===== src/rtl/ps2_mouse_rx.sv =====
// ps2_mouse_rx: PS/2 mouse packet receiver; define PS2_MOUSE_OVF_CLAMP_EN to clamp overflowed axes
module ps2_mouse_rx #(
  parameter int FILTER_LEN = 4,
  parameter int TIMEOUT_TICKS = 2000
) (
  input  logic       Clk,
  input  logic       Reset,
  input  logic       New_Clk,
  input  logic       PS2_Clk,
  input  logic       PS2_Data,
  output logic [2:0] Buttons,
  output logic [8:0] Dx,
  output logic [8:0] Dy,
  output logic       Pkt_Valid,
  output logic       Frame_Err
);
  localparam int TW = $clog2(TIMEOUT_TICKS + 1);
  typedef enum logic [1:0] {IDLE, DATA, PARITY, STOP} state_t;
  state_t state;
  logic [2:0] nc_s;
  logic [1:0] pc_s, pd_s;
  logic [FILTER_LEN-1:0] hist, nxt;
  logic filt, tick, fall, d, ok, active;
  logic [2:0] cnt, btn;
  logic [7:0] sh, b1;
  logic par, sx, sy;
  logic [1:0] idx;
  logic [TW-1:0] tmo;
  logic [8:0] dx_n, dy_n;
`ifdef PS2_MOUSE_OVF_CLAMP_EN
  logic [1:0] ovf;
  assign dx_n = ovf[0] ? (sx ? 9'h100 : 9'h0FF) : {sx, b1};
  assign dy_n = ovf[1] ? (sy ? 9'h100 : 9'h0FF) : {sy, sh};
`else
  assign dx_n = {sx, b1};
  assign dy_n = {sy, sh};
`endif
  assign tick = nc_s[1] & ~nc_s[2];
  assign nxt = {hist[FILTER_LEN-2:0], pc_s[1]};
  assign fall = tick & filt & ~|nxt;
  assign d = pd_s[1];
  assign ok = d & ^{sh, par};
  assign active = (state != IDLE) || (idx != 2'd0);
  // Two-flop synchronizers; nc_s[2] keeps the previous New_Clk level for edge detection
  always_ff @(posedge Clk) begin
    if (Reset) begin
      nc_s <= '1;
      pc_s <= '1;
      pd_s <= '1;
    end else begin
      nc_s <= {nc_s[1:0], New_Clk};
      pc_s <= {pc_s[0], PS2_Clk};
      pd_s <= {pd_s[0], PS2_Data};
    end
  end
  // Glitch filter: the filtered clock moves only after FILTER_LEN equal samples
  always_ff @(posedge Clk) begin
    if (Reset) begin
      hist <= '1;
      filt <= 1'b1;
    end else if (tick) begin
      hist <= nxt;
      filt <= (&nxt) ? 1'b1 : (~|nxt) ? 1'b0 : filt;
    end
  end
  // Frame FSM, packet assembly and inactivity timeout
  always_ff @(posedge Clk) begin
    if (Reset) begin
      state <= IDLE;
      cnt <= '0;
      sh <= '0;
      par <= 1'b0;
      idx <= '0;
      tmo <= '0;
      btn <= '0;
      sx <= 1'b0;
      sy <= 1'b0;
      b1 <= '0;
`ifdef PS2_MOUSE_OVF_CLAMP_EN
      ovf <= '0;
`endif
      Buttons <= '0;
      Dx <= '0;
      Dy <= '0;
      Pkt_Valid <= 1'b0;
      Frame_Err <= 1'b0;
    end else begin
      Pkt_Valid <= 1'b0;
      Frame_Err <= 1'b0;
      if (fall) begin
        tmo <= '0;
        case (state)
          IDLE: begin
            cnt <= '0;
            if (!d) state <= DATA;
          end
          DATA: begin
            sh <= {d, sh[7:1]};
            cnt <= cnt + 3'd1;
            if (cnt == 3'd7) state <= PARITY;
          end
          PARITY: begin
            par <= d;
            state <= STOP;
          end
          STOP: begin
            state <= IDLE;
            if (!ok) begin
              Frame_Err <= 1'b1;
              idx <= '0;
            end else if (idx == 2'd0) begin
              if (sh[3]) begin
                btn <= sh[2:0];
                sx <= sh[4];
                sy <= sh[5];
`ifdef PS2_MOUSE_OVF_CLAMP_EN
                ovf <= sh[7:6];
`endif
                idx <= 2'd1;
              end
            end else if (idx == 2'd1) begin
              b1 <= sh;
              idx <= 2'd2;
            end else begin
              Buttons <= btn;
              Dx <= dx_n;
              Dy <= dy_n;
              Pkt_Valid <= 1'b1;
              idx <= '0;
            end
          end
        endcase
      end else if (tick && active) begin
        if (tmo == TW'(TIMEOUT_TICKS - 1)) begin
          Frame_Err <= 1'b1;
          idx <= '0;
          state <= IDLE;
          tmo <= '0;
        end else begin
          tmo <= tmo + 1'b1;
        end
      end else if (!active) begin
        tmo <= '0;
      end
    end
  end
endmodule


===== config.mk =====
export PLATFORM = sky130hd
export DESIGN_NAME = ps2_mouse_rx
export DESIGN_NICKNAME = d
export VERILOG_FILES = /design/src/rtl/ps2_mouse_rx.sv
export SDC_FILE = /design/constraint.sdc
export NUM_CORES = 1
export LEC_CHECK = 0
export CAP_MARGIN = 20
export CELL_PAD_IN_SITES_DETAIL_PLACEMENT = 1
export CELL_PAD_IN_SITES_GLOBAL_PLACEMENT = 2
export CORE_ASPECT_RATIO = 1.75
export CORE_UTILIZATION = 36
export DETAILED_ROUTE_END_ITERATION = 10
export PLACE_DENSITY_LB_ADDON = 0.3
export REMOVE_ABC_BUFFERS = 1
export SLEW_MARGIN = 20
export SYNTH_ARGS = -nofsm -noshare
export SYNTH_HDL_FRONTEND = slang
export SYNTH_SLANG_ARGS = --single-unit

===== constraint.sdc =====
create_clock -name Clk -period 2.1 [get_ports Clk]
set_input_delay 0.42 -clock Clk [delete_from_list [all_inputs] [get_ports Clk]]
set_output_delay 0.42 -clock Clk [all_outputs]
set_load 0.05 [all_outputs]

**Word-level counts from Yosys, hierarchy flattened**

Cells that the tools add are included.

- Bitwise logic cells: 10
- Equal/unequal tests: 12
- Multipliers: 0
- Divide/modulo/power cells: 0
- Magnitude comparators: 0
- Shift operators: 0
- Reductions and logical operators: 24
- Mux-type cells: 24
- $add $sub $neg: 2

Operator list:

| cell | number |
|---|---|
| 11-bit 2-to-1 mux | 3 |
| 2-bit 2-to-1 mux | 11 |
| 5-bit AND reduction | 3 |
| 4-bit AND reduction | 3 |
| 11-bit by 1-bit adder with 11-bit output, second input constant | 1 |
| 11-bit equality test, second input constant | 1 |
| 2-bit nonzero test | 5 |
| 9-bit parity | 1 |
| 1-bit 2-to-1 mux | 8 |
| 2-bit one-hot mux with 4 select lines | 1 |
| 2-bit AND reduction | 4 |
| 3-bit != test, second input constant | 2 |
| 1-bit NOT | 6 |
| 3-bit one-hot mux with 2 select lines | 1 |
| 5-bit OR reduction | 1 |
| 1-bit AND | 4 |
| 2-bit by 1-bit equality test with 1-bit output, second input constant | 2 |
| 2-bit equality test, second input constant | 2 |
| 2-bit logical NOT | 2 |
| 2-bit by 1-bit != test with 1-bit output, second input constant | 2 |
| 4-bit != test, second input constant | 1 |
| 4-bit OR reduction | 1 |
| 3-bit by 1-bit adder with 3-bit output, second input constant | 1 |
| 3-bit equality test, second input constant | 1 |
| 5 further kinds | 5 |

- Output and inout bits: 23
- Input bits: 5
- Memories: 0
- RAM bits: 0
- Bits in latches: 0
- Memory bits (read-only): 0
- Register bits after elaboration: 74
- Word-level logic and storage cells: 92

**Logic depth before layout (Yosys ltp)**

- Word-level depth: 6
- Gate-level depth with buffers: 7
- Gate-level depth less buffers: 6

**Worst setup path before layout**

Ideal clock, no wire load.

- Path kind: register to register
- Start point: register tmo[0]
- End point: register tmo[1]
- Library setup time: 128 ps
- Stages on the path, launching flop included: 8
- Slack: 256 ps
- Data arrival time: 1,716 ps
- Buffers on the path: 1
- Required time: 1,972 ps
- Clock period less this slack: 1,844 ps
- Path through: dfxtp_1 -> ha_1 -> nand3_1 -> nor4b_2 -> a221oi_2 -> clkbuf_1 -> a22oi_1 -> nor2_1

- Cells in the longest elaborated chain, start to end: 3
- Elaborated cells on any way between the ends: 4
- Those cells by class: add/sub (1); eq/ne (1); mux (2)

RTL lines:

| what | line | source |
|---|---|---|
| from (decl) | 28 | `logic [TW-1:0] tmo;` |
| from (signal assigned) | 140 | `tmo <= tmo + 1'b1;` |
| 11-bit by 1-bit adder with 11-bit output or 11-bit equality test (tied branches) | 140, 134 |  |
| 11-bit 2-to-1 mux (*) | 134 | `if (tmo == TW'(TIMEOUT_TICKS - 1)) begin` |
| 11-bit 2-to-1 mux (*) | 133 | `end else if (tick && active) begin` |

Mark *: on every way between the ends. The rest lies on a longest branch, timed or not.
A chain may end at the register's enable or synchronous reset.

**Worst setup path in the final report**

- Start point: register tmo[0]
- End point: register Frame_Err

- Cells in the longest elaborated chain, start to end: 4

RTL lines:

| what | line | source |
|---|---|---|
| 11-bit equality test | 134 |  |
| 1-bit 2-to-1 mux | 134 |  |
| 1-bit 2-to-1 mux | 133 |  |
| 1-bit 2-to-1 mux | 90 | `if (fall) begin` |
| to (signal assigned) | 86 | `Frame_Err <= 1'b0;` |
| to (signal assigned) | 89 | `Frame_Err <= 1'b0;` |
| to (signal assigned) | 135 | `Frame_Err <= 1'b1;` |
| to (decl) | 15 | `output logic Frame_Err` |

Every way passes these cells.

==> qor.yml <==
root_buffer: "clkbuf_16"
worstSetupEndpointType: "flop"
clock_latency_ns: 0.34
core_um2: 9040
top_level_ports: 28
synth_edf_count: 0
route.detailed.drc: 0
grt_overflow: 0
clock_sinks: 74
finClkSkew_ns: 0.00649
cts_buffers: 9
netlist.area_leader.share: 0.444
drtIter0Drc: 78
postCtsHoldBufs: 0
vdd_drop_max_mv: 0.473
power.total_mw: 3.18
final_area_um2: 4340
placed_cells: 520
ant_nets: 0
yosys.area.top_type: "dfxtp_1"
p_leak_nw: 1.56
grt_setup_unrepaired: "false"
synth_most_common_cell: "dfxtp_1"
yosys_register_bits: 74
yosysUniqueCellTypes: 48
setup_violations: 0
yosysSeqAreaShare: 0.444
grt_pass1_wl_um: 14200
routedWlPerCell_um: 15.9
fin_cells: 545
die_w_um: 74.8
vias: 2886
cts_buffer_depth: 2
yosysWarningCount: 0
worst_slew_pin_slew_ns: 0.519
setup_slack_ns: 0.140
rows: 46
fin_nets: 433
drive_gt1_frac: 0.176
max_cap_viol_count: 0
diodes: 0
period_needed_ns: 1.96
grt_pass1_vias: 2981
viasPerCell: 5.30
finalCritPeriodShare: 0.933
fmax_ghz: 0.510
htreeDepth: 3
maxSlewViolCount: 0
detailed_place_hpwl_um: 5970
place.gp.congestion: 0.852
synth_cells: 368
crit_type: "reg2reg"
firstDrtPassIters: 4
worstPathArrival_ns: 2.20
place_area_um2: 3870
synth_area_per_cell_um2: 9.07
design.die.area_um2: 9680
clk_pin_slew_ns: 0.06
ys_top_cells_by_area: "dfxtp_1 (44%), mux2i_1 (6.6%), nand3_1 (5.1%)"
io_buffers: 27
syn-cell-area_um2: 3340
antenna_found_initial: 0
syn2layout_area_growth_pct: 30.0
powerDensity_nw_per_um2: 732
grt_usage: 0.197
worstPathRequired_ns: 2.34
synthTopCellsByCount: "dfxtp_1 (74), nand3_1 (34), nand2_1 (31)"
crit_path_max_fanout: 4
critPathLaunchType: "flop"
hold-worst-slack_ns: 0.408
die_y_um: 129
start_util: 0.370
cts_tree: "built"
hold_viol: 0
run_status: "finished clean"
async_flop_share: 0
drt-total-wl_um: 8680
dp_slack_ns: -0.279
setup_tns_ns: 0
grt_max_degree: 58
holdCritPathClass: "reg2reg"
synth_ff_type: "dfxtp_1"
slew_headroom: 0.653
utilization: 0.480
==> final cells by class <==
type / count / area [um2]
fillers: 1039 / 4700
multi-input cells: 267 / 1760
flip-flops and latches: 74 / 1490
repair buffers: 65 / 604
clock buffers: 12 / 256
well taps: 120 / 150
clock inverters: 4 / 73.8
inverters: 3 / 11.3
==> placed cells by master (no fill, tap or decap), types with 3 or more instances in the layout <==
cell | netlist | routed
a21oi_1 | 30 | 30
nand3b_1 | 5 | 5
o21ai_0 | 16 | 16
nor3_1 | 6 | 6
nor2_1 | 26 | 26
nand3_1 | 34 | 34
nand4_1 | 4 | 4
inv_1 | 3 | 3
a311oi_1 | 4 | 4
clkdlybuf4s50_1 | 0 | 26
a31oi_1 | 6 | 6
nand2b_1 | 21 | 21
ha_1 | 8 | 8
or2_2 | 9 | 9
nand2_1 | 31 | 31
dfxtp_1 | 74 | 71
clkbuf_16 | 0 | 9
dfxtp_2 | 0 | 3
buf_12 | 0 | 4
mux2i_1 | 22 | 22
o21ai_1 | 9 | 9
buf_4 | 1 | 33
==> metal layers <==
layer / wire length [um] / global-route usage / part of all wire / vias up
met4: 201 / 0.0844 / 0.023 / 0
met2: 4850 / 0.374 / 0.56 / 31
li1: - / - / - / 1415
met1: 3410 / 0.198 / 0.39 / 1424
met5: 0 / 0 / 0 / -
met3: 213 / 0.0451 / 0.025 / 16
==> worst max-delay path, stage by stage (launching register included) <==
cell	delay, ns
dfxtp_1	0.35
ha_1	0.19
nand3_1	0.20
nor4b_4	0.38
buf_4	0.18
and4_1	0.23
nor2_1	0.06
a311oi_1	0.27
==> report_power, final <==
| part | switching, mW | internal, mW | total (mW) | leakage (nW) |
|---|---|---|---|---|
| clock network | 0.595 | 1.11 | 1.70 | 0.163 |
| logic | 0.0327 | 0.0258 | 0.0585 | 0.801 |
| registers | 0.00590 | 1.41 | 1.42 | 0.599 |
| total | 0.634 | 2.54 | 3.18 | 1.56 |
==> timing repair <==
item	4_1_cts	5_1_grt
resized for setup	7	2
endpoints found under the setup margin	36	36
gates cloned	1	0
pin swaps	2	3
buffers inserted	6	2
==> path summary, 6_finish.rpt <==
| kind | endpoint | from | slack, ns | depth (start not counted) |
|---|---|---|---|---|
| worst max register to register | Frame_Err | tmo[0] | 0.14 | 7 |
| worst max-delay path | Frame_Err | tmo[0] | 0.14 | 7 |
| worst min-delay path | nc_s[1] | nc_s[0] | 0.41 | 1 |
| worst min register to register | nc_s[1] | nc_s[0] | 0.41 | 1 |
==> registers in the layout, indices dropped and copies added, names as in the netlist, 3 cells and up <==
signal / count
tmo: 11
Dx: 9
Dy: 9
b1: 8
sh: 8
Buttons: 3
btn: 3
cnt: 3
hist: 3
nc_s: 3
==> cell families after synthesis <==
group,synth area share
adder cells (fa/ha/maj),0.0300
buffers and inverters,0.0446
XOR/XNOR,0.0382
AND/OR/NAND/NOR,0.232
AO/OA/AOI/OAI,0.145
flip-flops,0.444
multiplexers,0.0659
(Power assumes the default switching activity.)
